## src/rtl/down_counter_ld.sv

```systemverilog
// down_counter_ld: loadable binary down counter with borrow-out (bo = counter==0).
// Define DOWN_COUNTER_RELOAD_EN to reload the last loaded din on underflow instead of wrapping.
module down_counter_ld #(
  parameter int WIDTH = 4
) (
  input  logic             clk,
  input  logic             rst,
  input  logic             en,
  input  logic             ld,
  input  logic [WIDTH-1:0] din,
  output logic             bo,
  output logic [WIDTH-1:0] counter
);
  logic [WIDTH-1:0] under;
  logic [WIDTH-1:0] nxt;
`ifdef DOWN_COUNTER_RELOAD_EN
  logic [WIDTH-1:0] reload;
  always_ff @(posedge clk or negedge rst)
    if (!rst) reload <= '0;
    else if (ld) reload <= din;
  assign under = bo ? reload : counter - WIDTH'(1);
`else
  assign under = counter - WIDTH'(1);
`endif
  assign bo = counter == '0;
  always_comb nxt = ld ? din : en ? under : counter;
  always_ff @(posedge clk or negedge rst)
    if (!rst) counter <= '0;
    else counter <= nxt;
endmodule

```

## config.mk

```make
export PLATFORM = sky130hd
export DESIGN_NAME = down_counter_ld
export DESIGN_NICKNAME = d
export VERILOG_FILES = /design/src/rtl/down_counter_ld.sv
export SDC_FILE = /design/constraint.sdc
export NUM_CORES = 1
export LEC_CHECK = 0
export ABC_AREA = 1
export ABC_CLOCK_PERIOD_IN_PS = 1500
export BUFFER_PORTS_ARGS = -buffer_cell sky130_fd_sc_hd__buf_2
export CORE_AREA = 2 2 39 41
export CTS_CLUSTER_SIZE = 30
export DETAILED_ROUTE_END_ITERATION = 6
export DIE_AREA = 0 0 41 43
export GPL_ROUTABILITY_DRIVEN = 0
export GPL_TIMING_DRIVEN = 0
export PLACE_DENSITY = 0.39
export SLEW_MARGIN = 40
export SYNTH_ARGS = -nofsm -noshare
export SYNTH_HDL_FRONTEND = slang
export SYNTH_SLANG_ARGS = --single-unit
```

## constraint.sdc

```tcl
create_clock -name clk -period 1.5 [get_ports clk]
set_clock_uncertainty 0.05 [all_clocks]
set_input_delay 0.3 -clock clk [delete_from_list [all_inputs] [get_ports clk]]
set_output_delay 0.3 -clock clk [all_outputs]
set_load 0.005 [all_outputs]
```

Word-level counts from Yosys, hierarchy flattened
Index checks and enable logic that the tools add are counted.
Word-level totals
  bits in registers: 4
  input port bits: 8
  output and inout bits: 5
  logic and storage cells: 6
Cells by class
  $add $sub $neg: 1
  muxes and demuxes: 2
  reduce and logical (&&, ||, !) cells: 2
Operators by type and width (count)
  2-to-1 mux 4 bit: 2
  logical NOT 4 bit: 1
  subtractor 4 x 1 -> 4 bit (second input constant): 1
  nonzero test 2 bit: 1

Depth between registers and ports, before layout
  word-level depth: 3
  mapped depth: 5

Worst setup path before layout
OpenSTA, ideal clock, no wires.
  path type: register to output
  start: reg counter[0]
  end: out bo
  data arrival time: 0.877 ns
  setup slack: 0.273 ns
  stages on the path, launching flop included: 4
  path buffers: 0
  cells stage by stage: dfrtp_1 inv_1 ha_1 nor3b_1
Between the ends
  cells in the longest elaborated chain, start to end: 1
RTL lines
  from (decl): RTL line 12  | output logic [WIDTH-1:0] counter
  from (signal assigned): RTL line 29  | else counter <= nxt;
  logical NOT 4 bit: RTL line 25  | assign bo = counter == '0;
  to (decl): RTL line 11  | output logic bo,
Every way passes these cells.

Worst setup path in the final report
  start: reg counter[1]
  end: out bo
Same word-level chain as after synthesis.

==> impl_summary.md <==
Final layout
The number of nets in the final layout is 60. The number of flip-flops under the largest register name is 4. The count of fill cells added during filler insertion is 164. The largest register by flop count is counter. Once layout is complete, the utilization of the core stands at 0.278. The number of antenna diodes in the final layout is 0. The layout cell share with drive strength beyond 1 is 0.490. The post-route cell area is 384 sq um. Once layout is complete, the cells apart from fillers number 65. In the final layout, the registers with the most flip-flops are counter (4). The signed area change from the synthesized netlist to the final layout is 60.7%.

Worst setup path
In this design, the stage delay of the slowest critical-path cell is 0.40 ns. Along the worst path, the maximum fanout reaches 4. The worst path arrival time is 1.10 ns. The worst setup path is launched from a register. The critical path starts at counter[1]. The startpoint of the worst-slack reg-to-reg timing path is counter[1]. Data on the critical path is required at its endpoint by 1.15 ns. The type of the worst setup path is register to output port. The kind of end point of the critical path is an output port. The critical-path cell with the highest stage delay is sky130_fd_sc_hd__dfrtp_1. The signal on the critical path passes through inv_2 > ha_4 > nor3b_2 > buf_2.

Pwr
In this run the power spent charging and discharging nets is 99.5 uW. The combinational power share is 0.263. Of the total power, registers draw 0.387.

The power density relative to cell area is 941 nW/um^2. Across the VDD grid, the largest voltage drop is 0.318 mV. The share of total power dissipated in the clock network is 0.350. The internal power of the cells totals 262 uW. The net switching fraction of the power is 0.275.

The analysis attributes to cell leakage a power of 0.000204 uW.

Worst hold path
The path class of the tightest hold or removal check is input port to register. The startpoint of the most critical hold path is din[2].

Clocking
At the later pin of the worst-skew pair, clock insertion delay measures 0.23 ns. The count of H-tree levels built during CTS is 1. The buffer depth of the longest clock path is 2. The TritonCTS clock tree is yes. The clock transition time at the flip-flop clock pins of the worst setup and hold paths is 0.03 ns. In this run, CTS created clock tree buffers numbering 3. The number of clock sinks seen by CTS is 4. The buffer type at the clock tree root is sky130_fd_sc_hd__clkbuf_4.

Flow run
The number of maximum-capacitance violations is 0.

Global routing
The number of antenna violations at the first check in global routing is 0. The maximum number of pins on one net before global-route repair is 7. The sum of overflow across all layers after global routing is 0.

The number of global-route vias before repair is 246. The first-pass GRT wire length is 924 microns. The total global routing track utilization is 0.0806.

Synth
Counting every net in the synthesized netlist gives 40. Measured against the total synthesized area, the mux share comes to 0. The average instance in the mapped netlist occupies 7.71 sq um. The compound-gate portion of the synthesized area is 0.0890. Counting flops and latches in the post-synthesis netlist gives 4. The cell area that synthesis handed to floorplanning was 239 sq um.

The Yosys step of the flow raised 0 warnings. By area, the combinational part of the netlist is dominated by simple AND/OR/NAND/NOR gates. Synthesis produced a netlist whose cell count is 31. The number of distinct standard cells referenced by the synthesized netlist is 15. Of the total synthesized cell area, the portion taken by XOR and XNOR cells is 0.0366. The synthesized-area fraction occupied by and/or/nand/nor cells is 0.325. The adder-cell area share of the yosys netlist is 0.0524.

The part of the Yosys area used for sequential elements is 0.419.

Placed design
The placed wire-length estimate is 471 microns. The number of placed instances, taps included is 59. During placement, the flow inserted port buffers numbering 12. The placed standard-cell area is 319 sq um.

Die
The die covers 1760 sq um. During I/O placement, the number of pins put on the boundary was 13. The area of the core is 1380 sq um. The height of the die is 43 microns. The number of rows in the core area is 14. The effective utilization at floorplan is 0.173. The floorplan die width is 41 microns.

Timing
Setup repair after global routing could not meet its margin everywhere. Headroom to the max-slew limit came out at 0.869. For the pin with the worst max-slew slack, the measured transition is 0.196 ns.

The peak clock frequency supported by timing is 690 MHz. After routing, the total negative slack on setup checks comes to 0 ns. The number of setup violations in the final report is 0. After layout, the minimum clock period comes to 1.45 ns. The hold violation count in the final report came to 0. The max-slew violation count is 0.

Dividing the final minimum period by the clock period gives 0.966. Final hold analysis gives a worst-case slack of 0.247 ns.

Route
The routed length per instance is 8.38 microns. The via-per-instance ratio is 3.92. Summed over all layers, the routed wires come to 545 microns.

For this block, the initial DRC count from the detailed router was 0. The number of vias in the routed layout is 255. The final routed DRC violation total is 0. The number of detailed-routing iterations run before antenna repair is 1. The detail route stage leaves a number of antenna-violating nets equal to 0.

Status
The run finished with clean final reports.
-- Yosys cell counts --
cell | count | area, sq um
sky130_fd_sc_hd__nor3b_1 | 1 | 7.51
sky130_fd_sc_hd__xor2_1 | 1 | 8.76
sky130_fd_sc_hd__nand2_2 | 1 | 6.26
sky130_fd_sc_hd__dfrtp_1 | 4 | 100
sky130_fd_sc_hd__nand3_1 | 3 | 15.0
sky130_fd_sc_hd__nor2_2 | 1 | 6.26
sky130_fd_sc_hd__o22ai_1 | 1 | 6.26
sky130_fd_sc_hd__o211ai_1 | 1 | 7.51
sky130_fd_sc_hd__nor2_1 | 2 | 7.51
sky130_fd_sc_hd__inv_1 | 4 | 15.0
sky130_fd_sc_hd__a22oi_1 | 1 | 7.51
sky130_fd_sc_hd__nor3_1 | 1 | 5.00
sky130_fd_sc_hd__ha_1 | 1 | 12.5
sky130_fd_sc_hd__inv_2 | 1 | 3.75
sky130_fd_sc_hd__nand2_1 | 8 | 30.0
-- through the flow --
stage | setup slack [ns] | total power (uW)
2_1_floorplan | 0.273 | 179
3_3_place_gp | 0.152 | 220
3_5_place_dp | 0.153 | 219
4_1_cts | 0.00978 | 365
5_1_grt | -0.0235 | 390
6_report | 0.0514 | 361
-- worst paths after layout --
| path | endpoint | slack [ns] | depth (start not counted) |
|---|---|---|---|
| worst max-delay path | bo | 0.05 | 4 |
| worst min-delay path | counter[2] | 0.25 | 3 |
| worst max register to register | counter[2] | 0.32 | 6 |
| worst min register to register | counter[0] | 0.52 | 2 |
| max in group asynchronous | counter[1] | 0.93 | 2 |
| min in group asynchronous | counter[3] | 0.36 | 2 |
-- cells in the final DEF, fill, tap and decap left out --
master                           n
sky130_fd_sc_hd__nor2_2          1
sky130_fd_sc_hd__nor3b_2         1
sky130_fd_sc_hd__dfrtp_1         4
sky130_fd_sc_hd__buf_4           2
sky130_fd_sc_hd__nor2_1          2
sky130_fd_sc_hd__ha_4            1
sky130_fd_sc_hd__a22oi_1         1
sky130_fd_sc_hd__xor2_1          1
sky130_fd_sc_hd__o211ai_1        1
sky130_fd_sc_hd__buf_2          12
sky130_fd_sc_hd__clkbuf_4        3
sky130_fd_sc_hd__inv_2           3
sky130_fd_sc_hd__o22ai_1         1
sky130_fd_sc_hd__inv_1           2
sky130_fd_sc_hd__nor3_1          1
sky130_fd_sc_hd__nand2_1         8
sky130_fd_sc_hd__nand3_1         3
sky130_fd_sc_hd__nand2_2         1
sky130_fd_sc_hd__dlygate4sd3_1   1
-- layer usage --
layer / track usage / up-vias / part of all wire / routed length, microns
met5: 0 / - / 0 / 0
met4: 0.0800 / 0 / 0 / 0
met3: 0.0157 / 0 / 0.028 / 15
met2: 0.113 / 3 / 0.57 / 310
met1: 0.0942 / 116 / 0.40 / 219
li1: - / 136 / - / -
-- critical path: cells and delay by family (launching register included) --
| family | cells | cell delay, ns |
|---|---|---|
| flops | 1 | 0.40 |
| buf+inv | 2 | 0.18 |
| fa+ha+maj | 1 | 0.15 |
| simple gates | 1 | 0.14 |
-- what timing repair did --
action                                  4_1_cts  5_1_grt
hold buffers                                  1        0
gates resized for setup                       4        1
buffers inserted                              0        2
endpoints found under the setup margin        1        1
pin swaps                                     0        1
endpoints found under the hold margin         4        0
-- area by class of cell --
class                      instances  area (sq um)  share of cell area
multi-input combinational         22           138               0.358
sequential                         4           100               0.261
timing repair buffer              15          85.1               0.221
clock buffer                       3          22.5              0.0586
tap                               16          20.0              0.0521
inverter                           5          18.8              0.0489
-- logic make-up after synthesis --
family                   count (synthesis)
adder cells (fa/ha/maj)                  1
XOR/XNOR                                 1
AND/OR/NAND/NOR                         17
AO/OA/AOI/OAI                            3
flip-flops                               4
buffers and inverters                    5
-- power by group through the flow --
stage,clock network (uW),logic [uW],registers (uW)
2_1_floorplan,0,41.4,138
3_3_place_gp,0,80.8,139
3_5_place_dp,0,79.9,139
4_1_cts,137,89.4,139
5_1_grt,136,112,143
6_report,126,95.0,140
(Power assumes the default switching activity.)
